## config.mk

```make
export PLATFORM = sky130hd
export DESIGN_NAME = concat_sched
export DESIGN_NICKNAME = d
export VERILOG_FILES = /design/src/rtl/concat_sched.sv
export SDC_FILE = /design/constraint.sdc
export NUM_CORES = 1
export LEC_CHECK = 0
export ABC_AREA = 1
export CAP_MARGIN = 20
export CORE_ASPECT_RATIO = 0.9
export CORE_MARGIN = 2
export CORE_UTILIZATION = 40
export DETAILED_ROUTE_END_ITERATION = 8
export PLACE_DENSITY = 0.86
export SLEW_MARGIN = 20
export SYNTH_ARGS = -nofsm -noshare
export SYNTH_HDL_FRONTEND = slang
export SYNTH_SLANG_ARGS = --single-unit
```

## constraint.sdc

```tcl
create_clock -name clock -period 7.1 [get_ports clock]
set_input_delay 2.13 -clock clock [delete_from_list [all_inputs] [get_ports clock]]
set_output_delay 2.13 -clock clock [all_outputs]
set_load 0.1 [all_outputs]
```

## src/rtl/concat_sched.sv

```systemverilog
// Round-robin scheduler sharing one Concatinator between two requesters.
// Define CONCAT_SCHED_FIXED_PRIO_EN to make requester 0 always win ties.
module concat_sched #(
    parameter int A_W   = 50,
    parameter int B_W   = 72,
    parameter int TAG_W = 4
) (
    input  logic             clock,
    input  logic             reset,
    input  logic             req0_valid,
    input  logic [A_W-1:0]   req0_data,
    input  logic [TAG_W-1:0] req0_tag,
    output logic             req0_ready,
    input  logic             req1_valid,
    input  logic [A_W-1:0]   req1_data,
    input  logic [TAG_W-1:0] req1_tag,
    output logic             req1_ready,
    output logic [A_W-1:0]   cat_a,
    input  logic [B_W-1:0]   cat_b,
    output logic             rsp_valid,
    input  logic             rsp_ready,
    output logic [B_W-1:0]   rsp_data,
    output logic             rsp_src,
    output logic [TAG_W-1:0] rsp_tag,
    output logic             busy
);

    typedef enum logic [1:0] {
        IDLE  = 2'd0,
        DRIVE = 2'd1,
        HOLD  = 2'd2
    } state_t;

    state_t state;
    logic   grant_valid;
    logic   grant_id;
    logic   accept;

`ifndef CONCAT_SCHED_FIXED_PRIO_EN
    logic   rr;
`endif

    // Tie-break: pointer favours the requester that was not served last.
    always_comb begin
        grant_valid = req0_valid | req1_valid;
        grant_id    = 1'b0;
        if (req0_valid && req1_valid) begin
`ifdef CONCAT_SCHED_FIXED_PRIO_EN
            grant_id = 1'b0;
`else
            grant_id = rr;
`endif
        end else if (req1_valid) begin
            grant_id = 1'b1;
        end
    end

    assign accept     = (state == IDLE) && !reset && grant_valid;
    assign req0_ready = accept && !grant_id;
    assign req1_ready = accept && grant_id;
    assign busy       = (state != IDLE);

    // cat_b is only trusted at the end of DRIVE, after cat_a has been stable a full cycle.
    always_ff @(posedge clock or posedge reset) begin
        if (reset) begin
            state     <= IDLE;
`ifndef CONCAT_SCHED_FIXED_PRIO_EN
            rr        <= 1'b0;
`endif
            cat_a     <= '0;
            rsp_valid <= 1'b0;
            rsp_data  <= '0;
            rsp_src   <= 1'b0;
            rsp_tag   <= '0;
        end else begin
            case (state)
                IDLE: begin
                    if (accept) begin
                        cat_a   <= grant_id ? req1_data : req0_data;
                        rsp_tag <= grant_id ? req1_tag : req0_tag;
                        rsp_src <= grant_id;
                        state   <= DRIVE;
                    end
                end
                DRIVE: begin
                    rsp_data  <= cat_b;
                    rsp_valid <= 1'b1;
                    state     <= HOLD;
                end
                HOLD: begin
                    if (rsp_ready) begin
                        rsp_valid <= 1'b0;
`ifndef CONCAT_SCHED_FIXED_PRIO_EN
                        rr        <= ~rsp_src;
`endif
                        state     <= IDLE;
                    end
                end
                default: state <= IDLE;
            endcase
        end
    end

endmodule

```

# Word level (Yosys, flattened, before mapping)

Cells that the tools add are included.

Equality and inequality tests: 4
Muxes and demuxes: 9
Bitwise operators: 2
Reductions and logical operators: 14

Operators by type and width:

| cell                                                             | number |
|---|---|
| 50-bit two-way mux                                               | 1 |
| 2-bit AND reduction                                              | 4 |
| 2-bit case mux with 3 select lines                               | 1 |
| 1-bit logical AND                                                | 5 |
| 2-bit two-way mux                                                | 2 |
| 4-bit two-way mux                                                | 1 |
| 2-bit inequality test (second input constant)                    | 2 |
| 2-bit nonzero test                                               | 2 |
| 1-bit two-way mux                                                | 3 |
| 2-bit by 1-bit == test with 1-bit output (second input constant) | 1 |
| 2-bit == test (second input constant)                            | 1 |
| 1-bit logical NOT                                                | 2 |
| 2-bit logical NOT                                                | 1 |
| 1-bit case mux with 2 select lines                               | 1 |
| 1-bit NOT                                                        | 1 |
| 1-bit bitwise OR                                                 | 1 |

Register bits after elaboration: 131
Bits of input ports: 185
Output and inout bits: 131
Word-level logic and storage cells: 36

# Depth between registers and ports, before layout

Gate-level depths: netlist of run 1.

Word-level depth: 5
Mapped depth: 9
Mapped depth without buffers: 7

# Worst setup path after synthesis of run 1

Ideal clock, no wire load.

Path kind: input to output
Start point: in reset
End point: out req0_ready
Arrival time: 5,456 ps
Data required time: 4,970 ps
Setup slack: -486 ps
Stages on the path: 4
Buffers on the path: 1
Cells stage by stage: inv_2 > nand2_2 > buf_2 > nor2_1

Word-level cells in the longest chain between the ends: 4

Ends and longest elaborated chain:

| item                               | RTL line | RTL |
|---|---|---|
| start: declaration                 | 9        | `input logic reset,` |
| 1-bit logical NOT (no source line) | n/a      |  |
| 1-bit logical AND (2 in series)    | 58       | `assign accept = (state == IDLE) && !reset && grant_valid;` |
| 1-bit logical AND                  | 59       | `assign req0_ready = accept && !grant_id;` |
| end: declaration                   | 13       | `output logic req0_ready,` |

No other way between the ends.

# Worst setup path in the final report of run 1

Start point: in req0_valid
End point: out req1_ready

Word-level cells in the longest chain between the ends: 3
Elaborated cells between the ends (all ways): 5
Those cells by class: mux (1); bitwise (1); reduce/logical (3)

Ends and longest elaborated chain:

| item                                                   | RTL line | RTL |
|---|---|---|
| start: declaration                                     | 10       | `input logic req0_valid,` |
| 1-bit bitwise OR or 1-bit logical AND (tied branches)  | 45, 47   |  |
| 1-bit logical AND or 1-bit two-way mux (tied branches) | 58, 47   |  |
| 1-bit logical AND *                                    | 60       | `assign req1_ready = accept && grant_id;` |
| end: declaration                                       | 17       | `output logic req1_ready,` |

Mark *: on every way between the ends. The rest lies on a longest branch, timed or not.

==> metrics, run 1 <==
outcome=completed; parity-gate share of the synthesized area counting xor and xnor cells=0; Core Box Area=0.0146 mm2; Final Max Slew Viols=0; share of post-route cells with drive strength above 1=0.0484; detailed-route wire length=between 15,000 and 20,000 um; ordered list of cells on the worst path=clkdlybuf4s50_1, nand2_4, nand2_2, nor2_1, buf_12; Tightest Pin Transition=between 1 and 1.5 ns; cell with the largest stage delay on the worst path=clkdlybuf4s50_1; cells after synthesis=750; setup repair after global routing missed its margin=false; Crit Path Class=in2out; Top Ports=~320; post-synthesis to final-layout area growth=62.2%; violation count after the first detailed-routing iteration=442; kind of end point of the critical path=output port; post-synthesis async set-or-reset flop share=1.00; largest family of logic cells by synthesized area=simple AND/OR/NAND/NOR gates; top area cells in the synthesized netlist=dfrtp_1 55%, nand2_1 27%, nand3_1 11%, buf_6 2.7%, buf_2 1.7%; type of element launching the critical path=input pin; area share of the largest cell type after synthesis=0.552; Antenna diodes=0; mean cell area of the mapped netlist=7.91 um2; first-pass GRT wire length=30,500 um; synth cell count leaders=419 x nand2_1, 131 x dfrtp_1, 127 x nand3_1; basic-gate share of the synthesized area counting and, or, nand and nor cells=0.380; number of nets in the layout=around 1,200; detailed-route vias per instance=4.85; multiplexer fraction of the synthesized cell area=0; final weighted congestion in routability-driven placement=between 0.8 and 0.9; post-route antenna net violation count=0; total clock buffers created by CTS=17; Syn Std Cell Area=0.00593 mm2; row count=42; R2R Path Start=state[1]$_DFFE_PP0P_; sequential fraction of the synthesis area=0.552; Tmin final=just over 6 ns; GRT Util Overall=0.243; synthesized-area fraction occupied by adder cells=0; net count of the mapped netlist=slightly above 900; TritonCTS clock tree=built; clock-pin slew of the registers on the worst-case setup and hold paths=0.05 ns; count of instances resized after the clock tree is built=0; number of antenna violations at the first check in global routing=0; final hold viol count=0; die span in x=132 um; Synthesis Warnings=0; CP max FO=55; startpoint of the tightest hold check path=rsp_data[40]$_DFFE_PP0P_; number of maximum-capacitance violations=0; HPWL after detailed placement=13,500 um; post-detailed-route DRC marker count=0; setup slack on the worst flop-to-flop path=about 4.6 ns; CP Launch Point=req0_valid; Synth cell types=14; number of vias after detailed routing=about 6,100; CTS sink cnt=around 130; die height=~120 um; I/O Buffers=315; maximum number of pins on one net before global-route repair=between 70 and 80; FMAX=between 0.15 and 0.2 GHz; count of endpoints failing setup in the final report=0; area fraction in compound gates after synthesis=0.00337; most used flip-flop cell after synthesis=dfrtp_1; routed length per placed instance=between 15 and 20 um; H-tree levels=4; die area=about 0.016 mm2; Worst Hold Class=reg2reg; worst endpoint data arrival time=3.93 ns; worst-case clock skew=just over 0.009 ns; normalized max-slew margin=0.294; number of buffers on the longest clock path=2; number of synthesized flops with an enable pin=0; vias in the first global route=between 5,000 and 6,000; cell taking the most area after synthesis=dfrtp_1; Skew-Pair Late Insertion Delay=about 0.41 ns; Period Utilization, post-route=0.854; Total Neg Setup Slack=0 ns; total iterations of the first detailed-routing run=5; critical path data required time=around 5.0 ns; residual overflow from global routing=0; most frequent cell after synthesis=nand2_1; initial cell density of the core=0.406; Setup Fix Bufs, Post-CTS=0; CTS Hold Bufs=0; Yosys reg bits=131; clock root buffer master=clkbuf_16; delay of the slowest critical-path stage=0.46 ns
through the flow:
step	hold WS (ns)	instances	instance area [um2]	setup slack, ns	utilization
final	0.465	1251	9630	1.04	0.659
after global routing	0.483	1251	9630	0.904	0.659
after CTS	0.472	1251	9630	1.04	0.659
after detailed placement	0.457	1220	9080	1.04	0.622
after global placement	0.453	1220	9080	1.08	0.622
after floorplan	0.535	750	5940	0.189	-
flip-flops by register name, summed over array words and instances, names as in the netlist:
register	flops
rsp_data	72
rsp_valid	1
state	2
rsp_src	1
rr	1
rsp_tag	4
cat_a	50
cell usage in the layout (no fill, tap or decap), types with 2 or more instances in the layout:
master / n
nand3_1: 127
inv_2: 2
clkinv_2: 5
nor2_1: 5
buf_12: 2
nand2_1: 418
clkdlybuf4s50_1: 312
buf_4: 9
dfrtp_1: 130
clkinvlp_4: 2
nand2_2: 3
clkinv_4: 4
o21ai_0: 4
clkbuf_16: 17
inv_6: 2
inv_1: 5
logic make-up after synthesis:
| group | Yosys count |
|---|---|
| DFF | 131 |
| AOI/OAI and AO/OA | 4 |
| buffers and inverters | 60 |
| and+or+nand+nor | 555 |
critical path, delay by kind of cell:
family,cells,cell delay [ns]
simple gates,3,1.11
buf+inv,2,0.67
final timing paths:
check / end / cells after the start
max in group asynchronous: rsp_data[58]$_DFFE_PP0P_ / 4
hold reg to reg: rsp_data[40]$_DFFE_PP0P_ / 2
hold / removal: rsp_data[40]$_DFFE_PP0P_ / 2
setup / recovery: req1_ready / 5
setup reg to reg: rsp_src$_DFFE_PP0P_ / 6
min in group asynchronous: rr$_DFFE_PP0P_ / 3
cell type report:
| class | count | area [um2] |
|---|---|---|
| fill | 1247 | 4980 |
| sequential | 131 | 3280 |
| timing repair buffer | 324 | 3240 |
| multi-input combinational | 559 | 2280 |
| clock buffer | 18 | 429 |
| tap | 198 | 248 |
| clock inverter | 13 | 114 |
| inverter | 8 | 35.0 |
metal layers:
layer / global-route usage / vias to the layer above / wire (um)
li1: - / 2938 / -
met1: 0.306 / 2867 / 7840
met2: 0.406 / 225 / 9430
met3: 0.0558 / 41 / 1100
met4: 0.0974 / 0 / 590
met5: 0 / - / 0
Power of run 1 is left out: the tool's default activity adds up to more than one toggle a clock period on the data nets, which glitch-free logic cannot reach.
==> run 2: changes to the inputs <==
SLEW_MARGIN = default   (was 20)
TNS_END_PERCENT = 10   (was default)
==> results of run 2 <==
The final DEF is identical to that of run 1; final timing and power are the same.
Power of run 2 is left out for the same reason.
